## src/rtl/tmu2_pkg.sv

```systemverilog
// tmu2_pkg: constants and types shared by the TMU2 pipeline stages.
//   TMU2_DCOORD_W  signed destination coordinate width
//   TMU2_TCOORD_W  signed masked texture coordinate width (11.6 plus sign)
//   TMU2_RES_W     resolution width (pixels or texels)
//   TMU2_FRAC_BITS fractional bits of texture coordinates
package tmu2_pkg;

  localparam int TMU2_DCOORD_W  = 12;
  localparam int TMU2_TCOORD_W  = 18;
  localparam int TMU2_RES_W     = 11;
  localparam int TMU2_FRAC_BITS = 6;
  localparam int TMU2_TCLAMP_W  = TMU2_TCOORD_W - 1;

  typedef logic signed [TMU2_DCOORD_W-1:0] dcoord_t;
  typedef logic signed [TMU2_TCOORD_W-1:0] tcoord_t;
  typedef logic        [TMU2_RES_W-1:0]    res_t;
  typedef logic        [TMU2_TCLAMP_W-1:0] tclamp_t;

  // True when a destination coordinate falls outside [0, res).
  function automatic logic dcoord_outside(dcoord_t d, res_t res);
    return d[TMU2_DCOORD_W-1] | (d >= $signed({1'b0, res}));
  endfunction

endpackage

```

## src/rtl/tmu2_clamp_if.sv

```systemverilog
// tmu2_clamp_if: fragment handshake and data bus around the clamp stage.
//   pipe_stb_i/pipe_ack_o with dx, dy, tx, ty     upstream (masking stage)
//   pipe_stb_o/pipe_ack_i with dx_c, dy_c, tx_c, ty_c  downstream (texel address)
//   slave  : view taken by the clamp stage
//   master : view taken by the neighbouring stages
interface tmu2_clamp_if;
  import tmu2_pkg::*;

  logic    pipe_stb_i;
  logic    pipe_ack_o;
  dcoord_t dx;
  dcoord_t dy;
  tcoord_t tx;
  tcoord_t ty;

  logic                  pipe_stb_o;
  logic                  pipe_ack_i;
  logic [TMU2_RES_W-1:0] dx_c;
  logic [TMU2_RES_W-1:0] dy_c;
  tclamp_t               tx_c;
  tclamp_t               ty_c;

  modport slave (
    input  pipe_stb_i, dx, dy, tx, ty, pipe_ack_i,
    output pipe_ack_o, pipe_stb_o, dx_c, dy_c, tx_c, ty_c
  );

  modport master (
    output pipe_stb_i, dx, dy, tx, ty, pipe_ack_i,
    input  pipe_ack_o, pipe_stb_o, dx_c, dy_c, tx_c, ty_c
  );

endinterface

```

## src/rtl/tmu2_clamp_axis.sv

```systemverilog
// tmu2_clamp_axis: combinational clamp of one signed 11.6 texture coordinate
// into [0, (res-1) << FRAC_BITS]; fractional bits pass through untouched when
// the coordinate is already in range.
//   coord    in   signed masked texture coordinate
//   res      in   texture resolution along this axis (0 treated as 1 texel)
//   coord_c  out  clamped unsigned coordinate
module tmu2_clamp_axis
  import tmu2_pkg::*;
#(
  parameter int FRAC_BITS = TMU2_FRAC_BITS
) (
  input  tcoord_t coord,
  input  res_t    res,
  output tclamp_t coord_c
);

  tclamp_t max_c;

  always_comb begin
    max_c = '0;
    if (res != '0) max_c = tclamp_t'(res - 1'b1) << FRAC_BITS;
  end

  // NOTE: every path assigns coord_c, so the default-first form keeps this
  // purely combinational with no latch.
  always_comb begin
    coord_c = coord[TMU2_TCLAMP_W-1:0];
    if (coord[TMU2_TCOORD_W-1])                  coord_c = '0;
    else if (coord[TMU2_TCLAMP_W-1:0] > max_c)   coord_c = max_c;
  end

endmodule

```

## src/rtl/tmu2_clamp.sv

```systemverilog
// tmu2_clamp: two-stage pipeline that drops fragments outside the destination
// frame and clamps the surviving texture coordinates to the texel range.
//   sys_clk, sys_rst_n   clock, asynchronous active-low reset
//   busy                 a fragment is held in either stage
//   pipe                 upstream/downstream fragment bus (slave view)
//   dst_hres, dst_vres   destination frame size (stable while busy)
//   tex_hres, tex_vres   texture size (stable while busy)
//   clr_stats            one-cycle pulse clearing drop_count
//   drop_count           saturating count of discarded fragments
module tmu2_clamp
  import tmu2_pkg::*;
#(
  parameter int FRAC_BITS = TMU2_FRAC_BITS,
  parameter int CNT_W     = 16
) (
  input  logic             sys_clk,
  input  logic             sys_rst_n,
  output logic             busy,
  tmu2_clamp_if.slave      pipe,
  input  res_t             dst_hres,
  input  res_t             dst_vres,
  input  res_t             tex_hres,
  input  res_t             tex_vres,
  input  logic             clr_stats,
  output logic [CNT_W-1:0] drop_count
);

  logic    s1_valid;
  logic    s1_drop;
  dcoord_t s1_dx;
  dcoord_t s1_dy;
  tcoord_t s1_tx;
  tcoord_t s1_ty;
  logic    s1_adv;
  logic    accept;
  tclamp_t tx_clamped;
  tclamp_t ty_clamped;

  // Dropped fragments retire without consulting the output register, so a
  // drop never waits behind a stalled downstream stage.
  assign s1_adv = s1_valid & (s1_drop | ~pipe.pipe_stb_o | pipe.pipe_ack_i);

  // Combinational path from pipe_ack_i: back-pressure reaches upstream in the
  // same cycle, which is what keeps full throughput with only two registers.
  assign pipe.pipe_ack_o = ~s1_valid | s1_adv;
  assign accept          = pipe.pipe_stb_i & pipe.pipe_ack_o;
  assign busy            = s1_valid | pipe.pipe_stb_o;

  tmu2_clamp_axis #(.FRAC_BITS(FRAC_BITS)) u_clamp_x (
    .coord   (s1_tx),
    .res     (tex_hres),
    .coord_c (tx_clamped)
  );

  tmu2_clamp_axis #(.FRAC_BITS(FRAC_BITS)) u_clamp_y (
    .coord   (s1_ty),
    .res     (tex_vres),
    .coord_c (ty_clamped)
  );

  // NOTE: sequential state uses non-blocking assignments so every register
  // samples pre-edge values regardless of statement order.
  always_ff @(posedge sys_clk or negedge sys_rst_n) begin
    if (!sys_rst_n) begin
      s1_valid        <= 1'b0;
      s1_drop         <= 1'b0;
      pipe.pipe_stb_o <= 1'b0;
      drop_count      <= '0;
    end else begin
      if (accept) begin
        s1_valid <= 1'b1;
        s1_drop  <= dcoord_outside(pipe.dx, dst_hres) |
                    dcoord_outside(pipe.dy, dst_vres);
      end else if (s1_adv) begin
        s1_valid <= 1'b0;
      end

      if (s1_adv & ~s1_drop)    pipe.pipe_stb_o <= 1'b1;
      else if (pipe.pipe_ack_i) pipe.pipe_stb_o <= 1'b0;

      // Clear has priority over a coincident drop.
      if (clr_stats)
        drop_count <= '0;
      else if (s1_adv & s1_drop & ~&drop_count)
        drop_count <= drop_count + CNT_W'(1);
    end
  end

  // NOTE: data registers are qualified by the valid flags above, so they
  // carry no reset and stay as plain enables.
  always_ff @(posedge sys_clk) begin
    if (accept) begin
      s1_dx <= pipe.dx;
      s1_dy <= pipe.dy;
      s1_tx <= pipe.tx;
      s1_ty <= pipe.ty;
    end
    if (s1_adv & ~s1_drop) begin
      pipe.dx_c <= s1_dx[TMU2_RES_W-1:0];
      pipe.dy_c <= s1_dy[TMU2_RES_W-1:0];
      pipe.tx_c <= tx_clamped;
      pipe.ty_c <= ty_clamped;
    end
  end

endmodule

```

## src/flat_wrapper.sv

```systemverilog
// flat-port wrapper written by rule: the top's interface ports become plain ports
module tmu2_clamp_flat import tmu2_pkg::*;
#(
  parameter int FRAC_BITS = TMU2_FRAC_BITS,
  parameter int CNT_W     = 16
)
  (sys_clk, sys_rst_n, busy, dst_hres, dst_vres, tex_hres, tex_vres, clr_stats, drop_count, pipe_pipe_stb_i, pipe_dx, pipe_dy, pipe_tx, pipe_ty, pipe_pipe_ack_i, pipe_pipe_ack_o, pipe_pipe_stb_o, pipe_dx_c, pipe_dy_c, pipe_tx_c, pipe_ty_c);
  tmu2_clamp_if pipe_i ();
  input  logic sys_clk;
  input  logic sys_rst_n;
  output logic busy;
  input  res_t dst_hres;
  input  res_t dst_vres;
  input  res_t tex_hres;
  input  res_t tex_vres;
  input  logic clr_stats;
  output logic [CNT_W-1:0] drop_count;
  input wire logic [$bits(pipe_i.pipe_stb_i)-1:0] pipe_pipe_stb_i;
  input wire logic [$bits(pipe_i.dx)-1:0] pipe_dx;
  input wire logic [$bits(pipe_i.dy)-1:0] pipe_dy;
  input wire logic [$bits(pipe_i.tx)-1:0] pipe_tx;
  input wire logic [$bits(pipe_i.ty)-1:0] pipe_ty;
  input wire logic [$bits(pipe_i.pipe_ack_i)-1:0] pipe_pipe_ack_i;
  output wire logic [$bits(pipe_i.pipe_ack_o)-1:0] pipe_pipe_ack_o;
  output wire logic [$bits(pipe_i.pipe_stb_o)-1:0] pipe_pipe_stb_o;
  output wire logic [$bits(pipe_i.dx_c)-1:0] pipe_dx_c;
  output wire logic [$bits(pipe_i.dy_c)-1:0] pipe_dy_c;
  output wire logic [$bits(pipe_i.tx_c)-1:0] pipe_tx_c;
  output wire logic [$bits(pipe_i.ty_c)-1:0] pipe_ty_c;
  assign pipe_i.pipe_stb_i = pipe_pipe_stb_i;
  assign pipe_i.dx = pipe_dx;
  assign pipe_i.dy = pipe_dy;
  assign pipe_i.tx = pipe_tx;
  assign pipe_i.ty = pipe_ty;
  assign pipe_i.pipe_ack_i = pipe_pipe_ack_i;
  assign pipe_pipe_ack_o = pipe_i.pipe_ack_o;
  assign pipe_pipe_stb_o = pipe_i.pipe_stb_o;
  assign pipe_dx_c = pipe_i.dx_c;
  assign pipe_dy_c = pipe_i.dy_c;
  assign pipe_tx_c = pipe_i.tx_c;
  assign pipe_ty_c = pipe_i.ty_c;
  tmu2_clamp #(.FRAC_BITS(FRAC_BITS), .CNT_W(CNT_W)) u_core (.sys_clk(sys_clk), .sys_rst_n(sys_rst_n), .busy(busy), .pipe(pipe_i), .dst_hres(dst_hres), .dst_vres(dst_vres), .tex_hres(tex_hres), .tex_vres(tex_vres), .clr_stats(clr_stats), .drop_count(drop_count));
endmodule
```

## config.mk

```make
export PLATFORM = sky130hd
export DESIGN_NAME = tmu2_clamp_flat
export DESIGN_NICKNAME = d
export VERILOG_FILES = /design/src/rtl/tmu2_pkg.sv /design/src/rtl/tmu2_clamp_if.sv /design/src/rtl/tmu2_clamp_axis.sv /design/src/rtl/tmu2_clamp.sv /design/src/flat_wrapper.sv
export SDC_FILE = /design/constraint.sdc
export NUM_CORES = 1
export LEC_CHECK = 0
export CAP_MARGIN = 15
export CORE_UTILIZATION = 48
export DETAILED_ROUTE_END_ITERATION = 6
export PLACE_DENSITY = 0.85
export SYNTH_ARGS = -nofsm -noshare
export SYNTH_HDL_FRONTEND = slang
export SYNTH_SLANG_ARGS = --single-unit
```

## constraint.sdc

```tcl
create_clock -name sys_clk -period 4 [get_ports sys_clk]
set_clock_uncertainty 0.05 [all_clocks]
set_input_delay 0.4 -clock sys_clk [delete_from_list [all_inputs] [get_ports sys_clk]]
set_output_delay 0.4 -clock sys_clk [all_outputs]
set_load 0.05 [all_outputs]
```

Word level (Yosys, flattened, before mapping)
Cells that the tools add are included.
{"block": "totals", "in_bits": 109, "out_inout_bits": 75, "n_memories": 0, "register_bits": 133, "mem_bits_rw": 0, "elab_cells": 51, "romBits": 0, "latchBits": 0}
{"block": "op_classes", "mux": 10, "order_cmp": 4, "eq_ne": 0, "add_sub_neg": 3, "bitwise": 15, "reduce_logical": 7, "n_shift": 0, "multipliers": 0, "div": 0}
{"op": "2-to-1 mux 17 bit", "count": 4}
{"op": "> comparator 17 bit", "count": 2}
{"op": "2-to-1 mux 16 bit", "count": 2}
{"op": "greater-or-equal comparator 12 bit", "count": 2}
{"op": "nonzero test 11 bit", "count": 2}
{"op": "subtractor 11 x 1 -> 11 bit (second input constant)", "count": 2}
{"op": "adder 16 x 1 -> 16 bit (second input constant)", "count": 1}
{"op": "AND reduction 16 bit", "count": 1}
{"op": "OR 1 bit", "count": 7}
{"op": "nonzero test 2 bit", "count": 3}
{"op": "AND 1 bit", "count": 5}
{"op": "2-to-1 mux 1 bit", "count": 4}
{"op": "NOT 1 bit", "count": 3}
{"op": "logical NOT 1 bit", "count": 1}

Depth between registers and ports, before layout
Gate-level depths: netlist (run 1).
{"block": "logic_depth", "word_depth": 8, "ltp_mapped": 14, "mapped_depth_nobuf": 12}

Modules after synthesis
A second synthesis (run 1) with hierarchy kept.
{"block": "hier_totals", "cells_unflattened": 542, "area_unflattened_um2": 6737.7}
{"mod": "tmu2_clamp", "instances": 1, "seq_area_each_um2": 3898.7, "cells_each": 313, "area_per_inst_um2": 5119.9}
{"mod": "tmu2_clamp_axis (u_core.u_clamp_y)", "instances": 1, "seq_area_each_um2": 0.0, "cells_each": 117, "area_per_inst_um2": 870.8}
{"mod": "tmu2_clamp_axis (u_core.u_clamp_x)", "instances": 1, "seq_area_each_um2": 0.0, "cells_each": 112, "area_per_inst_um2": 747.0}

Least setup slack after synthesis (run 1)
No wires, ideal clock.
{"block": "synth_timing", "kind": "register -> register", "startpoint": "register u_core.pipe.pipe_stb_o", "endpoint": "register u_core.s1_dx[0] (enable)", "n_path_buf": 0, "period_less_slack_ps": 3793, "slack_ps": 207, "required_time_ps": 3474, "path_stages_with_launch": 4, "arrival_time_ps": 3267, "setup_time_ps": 476, "cell_sequence": "dfrtp_1 > nand2b_1 > nor2_1 > nor2_1"}
{"block": "synth_via", "elab_chain_len": 6}
{"element": "start, declared", "line": "tmu2_clamp_if.sv:25", "rtl": "output pipe_ack_o, pipe_stb_o, dx_c, dy_c, tx_c, ty_c"}
{"element": "start signal, assigned", "line": "tmu2_clamp.sv:67", "rtl": "pipe.pipe_stb_o <= 1'b0;"}
{"element": "start signal, assigned", "line": "tmu2_clamp.sv:78", "rtl": "if (s1_adv & ~s1_drop) pipe.pipe_stb_o <= 1'b1;"}
{"element": "start signal, assigned", "line": "tmu2_clamp.sv:79", "rtl": "else if (pipe.pipe_ack_i) pipe.pipe_stb_o <= 1'b0;"}
{"element": "NOT 1 bit", "line": "tmu2_clamp.sv:41", "rtl": "assign s1_adv = s1_valid & (s1_drop | ~pipe.pipe_stb_o | pipe.pipe_ack_i);"}
{"element": "OR 1 bit (2 in series)", "line": "tmu2_clamp.sv:41"}
{"element": "AND 1 bit", "line": "tmu2_clamp.sv:41"}
{"element": "OR 1 bit", "line": "tmu2_clamp.sv:45", "rtl": "assign pipe.pipe_ack_o = ~s1_valid | s1_adv;"}
{"element": "AND 1 bit", "line": "tmu2_clamp.sv:46", "rtl": "assign accept = pipe.pipe_stb_i & pipe.pipe_ack_o;"}
{"element": "named net u_core.accept", "line": "tmu2_clamp.sv:35", "rtl": "logic accept;"}
{"element": "end signal, assigned", "line": "tmu2_clamp.sv:93", "rtl": "s1_dx <= pipe.dx;"}
{"element": "end, declared", "line": "tmu2_clamp.sv:30", "rtl": "dcoord_t s1_dx;"}
The timed path passes the listed nets, and every way through them passes these cells.
A chain may end at the register's enable or synchronous reset.

Worst setup path in the final report (run 1)
{"block": "layout_timing", "startpoint": "input port tex_hres[1]", "endpoint": "register u_core.pipe.tx_c[16], data pin"}
{"block": "layout_via", "elab_chain_len": 4, "word_cells_on_any_way": 5, "classes_between": "add/sub: 1; order compare: 1; mux: 2; reduce/logical: 1"}
{"element": "start, declared", "line": "flat_wrapper.sv:14", "rtl": "input res_t tex_hres;"}
{"element": "subtractor 11 x 1 -> 11 bit or nonzero test 11 bit (tied branches)", "line": "tmu2_clamp_axis.sv:21", "rtl": "if (res != '0) max_c = tclamp_t'(res - 1'b1) << FRAC_BITS;"}
{"element": "2-to-1 mux 17 bit *", "line": "tmu2_clamp_axis.sv:21"}
{"element": "> comparator 17 bit", "line": "tmu2_clamp_axis.sv:29", "rtl": "else if (coord[TMU2_TCLAMP_W-1:0] > max_c) coord_c = max_c;"}
{"element": "2-to-1 mux 17 bit *", "line": "tmu2_clamp_axis.sv:29"}
{"element": "end signal, assigned", "line": "tmu2_clamp.sv:101", "rtl": "pipe.tx_c <= tx_clamped;"}
{"element": "end, declared", "line": "tmu2_clamp_if.sv:25"}
Every way passes the cells marked *; elsewhere a longest branch is shown, timed or not.

==> results.sh, run 1 <==
export IMPL_final_util_pct=71.38
export IMPL_clkLatencyLatePin_ps=410
export IMPL_final_max_slew_viol_count=0
export IMPL_cts_buffer_depth=2
export IMPL_antenna_found_initial=0
export IMPL_grt_pass1_vias=5151
export IMPL_numCtsBuffers=17
export IMPL_io_pins=184
export IMPL_cts_tree="yes"
export IMPL_layout_drive_gt1_share_pct=11.04
export IMPL_synth_largest_area_cell="edfxtp_1"
export IMPL_ctsRootBufferMaster="clkbuf_16"
export IMPL_start_util_pct=49.39
export IMPL_stdcell_count=919
export IMPL_num_fill_cells=900
export IMPL_overflow=0
export IMPL_via_count=5163
export IMPL_final_area_um2=9453
export IMPL_syn_to_final_growth_pct=44.54
export IMPL_power_leakage_uw=0.003670
export IMPL_worstMarginPinSlew_ps=853.6
export IMPL_required_ps=4090
export IMPL_ys_flop_type="edfxtp_1"
export IMPL_multiInputGateArea_um2=2487
export IMPL_yosysTopAreaCellShare_pct=52.34
export IMPL_core_um2=13240
export IMPL_setup_viol=0
export IMPL_synth_distinct_cells=55
export IMPL_hold_buffers=0
export IMPL_netlist_area_um2=6540
export IMPL_seqCellArea_um2=3899
export IMPL_ir_worst_vdd_uv=321.1
export IMPL_antenna_left=0
export IMPL_io_buffer_count=183
export IMPL_hold_viol_final=0
export IMPL_syn_nets=670
export IMPL_diodes=0
export IMPL_status="completed"
export IMPL_die_area_um2=14100
export IMPL_nNetsFinal=888
export IMPL_routed_wl_um=16190
export IMPL_wl_per_cell_um=17.61
export IMPL_worstSetupPathType="in -> reg"
export IMPL_drv_cap=0
export IMPL_timing_fmax_mhz=260.5
export IMPL_period_needed_ps=3839
export IMPL_drt_iter0_markers=403
export IMPL_die_w_um=118.7
export IMPL_yosysWarnings=0
export IMPL_detailed_place_hpwl_um=11880
export IMPL_dpl_cell_area_um2=8762
export IMPL_grt_usage_pct=23.44
export IMPL_synth_seq_area_share_pct=59.61
export IMPL_cp_arrival_ps=3930
export IMPL_grt_max_degree=60
export IMPL_synth_area_top_cells="edfxtp_1 (52%), ha_1 (9.4%), dfrtp_1 (7.3%)"
export IMPL_synth_async_reset_ratio_pct=14.29
export IMPL_timing_slew_headroom_pct=42.92
export IMPL_clk_pin_slew_worst_paths_ps=60
export IMPL_drc=0
export IMPL_netlist_instances=512
export IMPL_finalSetupTns_ps=0
export IMPL_dp_cells=885
export IMPL_rows=42
export IMPL_synth_edf_count=114
export IMPL_post_synth_top_count_cell="edfxtp_1"
export IMPL_yosys_top_cells_count="edfxtp_1 (114), ha_1 (49), nor2_1 (34)"
export IMPL_vias_per_cell=5.618
export IMPL_synth_seq_cells=133
export IMPL_cp_max_fo=8
export IMPL_clock_sinks=133
export IMPL_power_density_cell_area_nw_per_um2=419.9
export IMPL_grt_pass1_wl_um=25370
export IMPL_place_congestion=0.9506
export IMPL_first_pass_iters=7
export IMPL_hold_path_class="reg -> reg"
export IMPL_cp_start_kind="primary input"
export IMPL_syn_avg_cell_area_um2=12.77
export IMPL_chipHeight_um=118.7
export IMPL_htree_levels=4
export IMPL_worst_hold_slack_ps=368.6
export IMPL_endpoint_kind="register"
export IMPL_fin_crit_sh_pct=95.98
metal layers:
layer	GRT usage [%]	vias to the layer above	part of all wire, %
met1	27.90	2454	40
met2	40.06	247	50
met3	5.550	51	7.0
met5	0	-	0
li1	-	2411	-
met4	10.92	0	3.3
critical path: stages:
cell and delay [ps]:
clkdlybuf4s50_1 460, inv_1 100, ha_1 180, or3b_1 390
or4_1 450, nor3_1 200, a21oi_1 120, ha_1 340
nand4_1 150, a211oi_1 390, a2111oi_2 120, nor2_1 460
a211oi_1 160
path summary, 6_finish.rpt:
| check | end | depth (start not counted) | slack [ps] | startpoint |
|---|---|---|---|---|
| max in group asynchronous | u_core.drop_count[10] | 1 | 2940 | sys_rst_n |
| worst max-delay path | u_core.pipe.tx_c[16] | 13 | 160 | tex_hres[1] |
| worst max register to register | u_core.pipe.ty_c[8] | 8 | 1530 | u_core.s1_ty[10] |
| worst min-delay path | u_core.pipe.dx_c[8] | 0 | 370 | u_core.s1_dx[8] |
| min in group asynchronous | u_core.pipe.pipe_stb_o | 1 | 420 | sys_rst_n |
| worst min register to register | u_core.pipe.dx_c[8] | 0 | 370 | u_core.s1_dx[8] |
cells by family (layout without fill, tap and decap cells):
kind of cell    Yosys count  in the layout  share of synthesized area [%]
flops                   133            133                          59.61
xor+xnor                 19             19                          2.544
compound gates          100            100                          10.58
mux                       5              5                         0.7653
fa+ha+maj                49             49                          9.374
simple gates            159            159                          14.39
buf+inv                  47            278                          2.736
report_power, final:
group | internal (uW) | switching, uW
Clock | 1110 | 574
Sequential | 1610 | 38.9
Combinational | 277 | 361
Total | 3000 | 974
registers in the layout, indices dropped and copies added, names as in the netlist:
register / cells
u_core.s1_dx: 11
u_core.s1_dy: 11
u_core.s1_tx: 18
u_core.pipe.dx_c: 11
u_core.pipe.ty_c: 17
u_core.pipe.pipe_stb_o: 1
u_core.s1_ty: 18
u_core.s1_drop: 1
u_core.s1_valid: 1
u_core.drop_count: 16
u_core.pipe.dy_c: 11
u_core.pipe.tx_c: 17
stage by stage:
step	power, uW	setup WS (ps)
global placement	2270	-3.950
CTS	3976	177.6
global route	4101	-22.82
finish	3969	160.9
detailed placement	2295	-245.1
floorplan	2003	207.2
placed cells by master (no fill, tap or decap), drive strengths merged, types with 12 or more instances in the layout:
cell / instances
clkdlybuf4s50: 183
nand2: 21
ha: 49
nor3: 12
nor2: 34
nand3: 15
o21ai: 16
buf: 30
a211oi: 12
clkbuf: 21
a21oi: 31
edfxtp: 114
inv: 33
dfrtp: 19
what timing repair did:
item,in CTS,in global routing
setup endpoints to repair,0,13
gates resized for setup,0,2
setup buffers,0,2
final cells by class:
class	count	share of cell area (%)
clock inverters	11	1.827
inverters	33	1.310
repair buffers	213	21.89
multi-input cells	332	26.31
flip-flops and latches	133	41.24
well taps	176	2.330
clock buffers	21	5.083
Note: power is estimated with default switching activity, not from simulation.
==> run 2, diff against run 1 <==
--- a/config.mk
+++ b/config.mk
@@ -5,10 +5,10 @@
 export SDC_FILE = /design/constraint.sdc
 export NUM_CORES = 1
 export LEC_CHECK = 0
-export CAP_MARGIN = 15
-export CORE_UTILIZATION = 48
+export CAP_MARGIN = 10
+export CORE_UTILIZATION = 43
 export DETAILED_ROUTE_END_ITERATION = 6
-export PLACE_DENSITY = 0.85
+export PLACE_DENSITY = 0.78
 export SYNTH_ARGS = -nofsm -noshare
 export SYNTH_HDL_FRONTEND = slang
 export SYNTH_SLANG_ARGS = --single-unit
==> run 2 against run 1 <==
Die area grew 11%; total power shrank 5.4%; the run now ends with design-rule violations left; largest cell class unchanged; sequential cell count is the same.
==> results.sh, run 2 (synthesis results as in run 1) <==
export IMPL_status="complete, but fails checks"
export IMPL_violations="design-rule violations"
export IMPL_clk_pin_slew_worst_paths_ps=60
export IMPL_final_max_slew_viol_count=0
export IMPL_place_congestion=0.8929
export IMPL_period_needed_ps=3806
export IMPL_worstMarginPinSlew_ps=848.5
export IMPL_overflow=0
export IMPL_power_leakage_uw=0.003638
export IMPL_cp_arrival_ps=3890
export IMPL_grt_pass1_wl_um=25390
export IMPL_path_buf_inv=4
export IMPL_clock_sinks=133
export IMPL_start_util_pct=44.49
export IMPL_htree_levels=4
export IMPL_grt_usage_pct=20.81
export IMPL_hold_buffers=0
export IMPL_via_count=5064
export IMPL_antenna_left=0
export IMPL_nNetsFinal=890
export IMPL_syn_to_final_growth_pct=43.70
export IMPL_finalSetupTns_ps=0
export IMPL_io_buffer_count=183
export IMPL_power_density_cell_area_nw_per_um2=399.5
export IMPL_layout_drive_gt1_share_pct=11.28
export IMPL_worstSetupPathType="in -> reg"
export IMPL_hold_viol_final=0
export IMPL_numCtsBuffers=17
export IMPL_hold_path_class="reg -> reg"
export IMPL_vias_per_cell=5.451
export IMPL_fin_crit_sh_pct=95.16
export IMPL_rows=44
export IMPL_antenna_found_initial=0
export IMPL_required_ps=4090
export IMPL_setup_viol=0
export IMPL_endpoint_kind="register"
export IMPL_critPathMostFrequentCell="ha_1"
export IMPL_die_w_um=125.3
export IMPL_layout_commonest_cell="clkdlybuf4s50_1"
export IMPL_die_area_um2=15710
export IMPL_cts_tree="yes"
export IMPL_power_uw=3754
export IMPL_clkLatencyLatePin_ps=410
export IMPL_grt_pass1_vias=5034
export IMPL_slowest_delay_ps=630
export IMPL_cp_slowest_cell="or4b_2"
export IMPL_wl_per_cell_um=17.14
export IMPL_rsz0062_at_grt="true"
export IMPL_ir_worst_vdd_uv=327.5
export IMPL_num_fill_cells=1131
export IMPL_path_cells="clkdlybuf4s50_1, inv_1, ha_1, or4b_2, or4_1, nand2_1, ha_1, a21oi_1, a211oi_2, a2111oi_2, buf_4, clkdlybuf4s15_2, o41ai_1"
export IMPL_diodes=0
export IMPL_routed_wl_um=15920
export IMPL_ctsRootBufferMaster="clkbuf_16"
export IMPL_cp_start_kind="primary input"
export IMPL_grt_max_degree=57
export IMPL_timing_fmax_mhz=262.7
export IMPL_drv_cap=0
export IMPL_cp_max_fo=8
export IMPL_io_pins=184
export IMPL_detailed_place_hpwl_um=12050
export IMPL_drc=11
export IMPL_drt_iter0_markers=454
export IMPL_final_cell_mix="clkdlybuf4s50_1 (183), edfxtp_1 (114), ha_1 (49), inv_1 (33), nor2_1 (33)"
export IMPL_cts_buffer_depth=2
export IMPL_first_pass_iters=7
export IMPL_core_um2=14700
export IMPL_reg_top3="u_core.s1_tx (18), u_core.s1_ty (18)"
export IMPL_chipHeight_um=125.3
export IMPL_crit_family="simple AND/OR/NAND/NOR gates"
export IMPL_timing_slew_headroom_pct=43.25
-- run 2: cell types whose count changed in the layout (fill, tap and decap cells not counted), sizes merged --
| cell | delta |
|---|---|
| clkbuf | -1 |
| clkinv | +1 |
| bufinv | -4 |
| buf | +1 |
| inv | +3 |
| clkdlybuf4s15 | +1 |
| clkinvlp | +1 |
-- run 2: what timing repair did --
item                                    4_1_cts  5_1_grt
buffers inserted                              0        1
gates resized for setup                       0        2
endpoints found under the setup margin        0        7
endpoints found under the hold margin         0        0
-- run 2: path summary, 6_finish.rpt --
| path | start | to | slack [ps] | cells after the start |
|---|---|---|---|---|
| min in group asynchronous | sys_rst_n | u_core.pipe.pipe_stb_o | 420 | 1 |
| min | u_core.s1_dx[5] | u_core.pipe.dx_c[5] | 370 | 0 |
| max | tex_hres[1] | u_core.pipe.tx_c[8] | 190 | 13 |
| max in group asynchronous | sys_rst_n | u_core.drop_count[13] | 2950 | 1 |
| min reg2reg | u_core.s1_dx[5] | u_core.pipe.dx_c[5] | 370 | 0 |
| max reg2reg | u_core.s1_ty[10] | u_core.pipe.ty_c[8] | 1440 | 8 |
-- run 2: per-stage QoR --
stage / setup slack (ps) / hold WS (ps) / cells / area [um2] / util (%)
2_1_floorplan: 207.2 / 54.41 / 512 / 6540 / -
3_3_place_gp: -79.37 / 350.1 / 895 / 8787 / 59.78
5_1_grt: 5.714 / 371.4 / 929 / 9398 / 63.93
3_5_place_dp: -170.3 / 355.7 / 895 / 8787 / 59.78
6_report: 193.5 / 367.8 / 929 / 9398 / 63.93
4_1_cts: 259.0 / 368.2 / 927 / 9368 / 63.73
-- run 2: cell type report --
type	instances	area (um2)	area share (%)
Timing Repair Buffer	215	2076	22.09
Inverter	33	123.9	1.318
Multi-Input combinational cell	332	2489	26.48
Sequential cell	133	3899	41.49
Clock inverter	12	91.34	0.9719
Tap cell	184	230.2	2.450
Clock buffer	20	489.2	5.206
-- run 2: report_power, final --
part	switching (uW)	internal (uW)	leakage (uW)
logic	358	275	0.00201
registers	37.6	1610	0.00135
clock network	588	887	0.000272
-- run 2: per-layer routing --
layer	up-vias	share of wire [%]	GRT usage, %
met5	-	0	0
met1	2444	44	26.41
li1	2422	-	-
met2	177	48	34.93
met4	0	2.1	8.250
met3	21	5.4	4.279
-- run 2: worst reg2reg max path, cell delays in order (launching register included) --
cell,delay [ps]
edfxtp_1,420
ha_1,330
buf_4,110
nand4_1,130
a211oi_1,460
a2111oi_4,120
buf_4,230
or4_1,480
o21ai_0,90
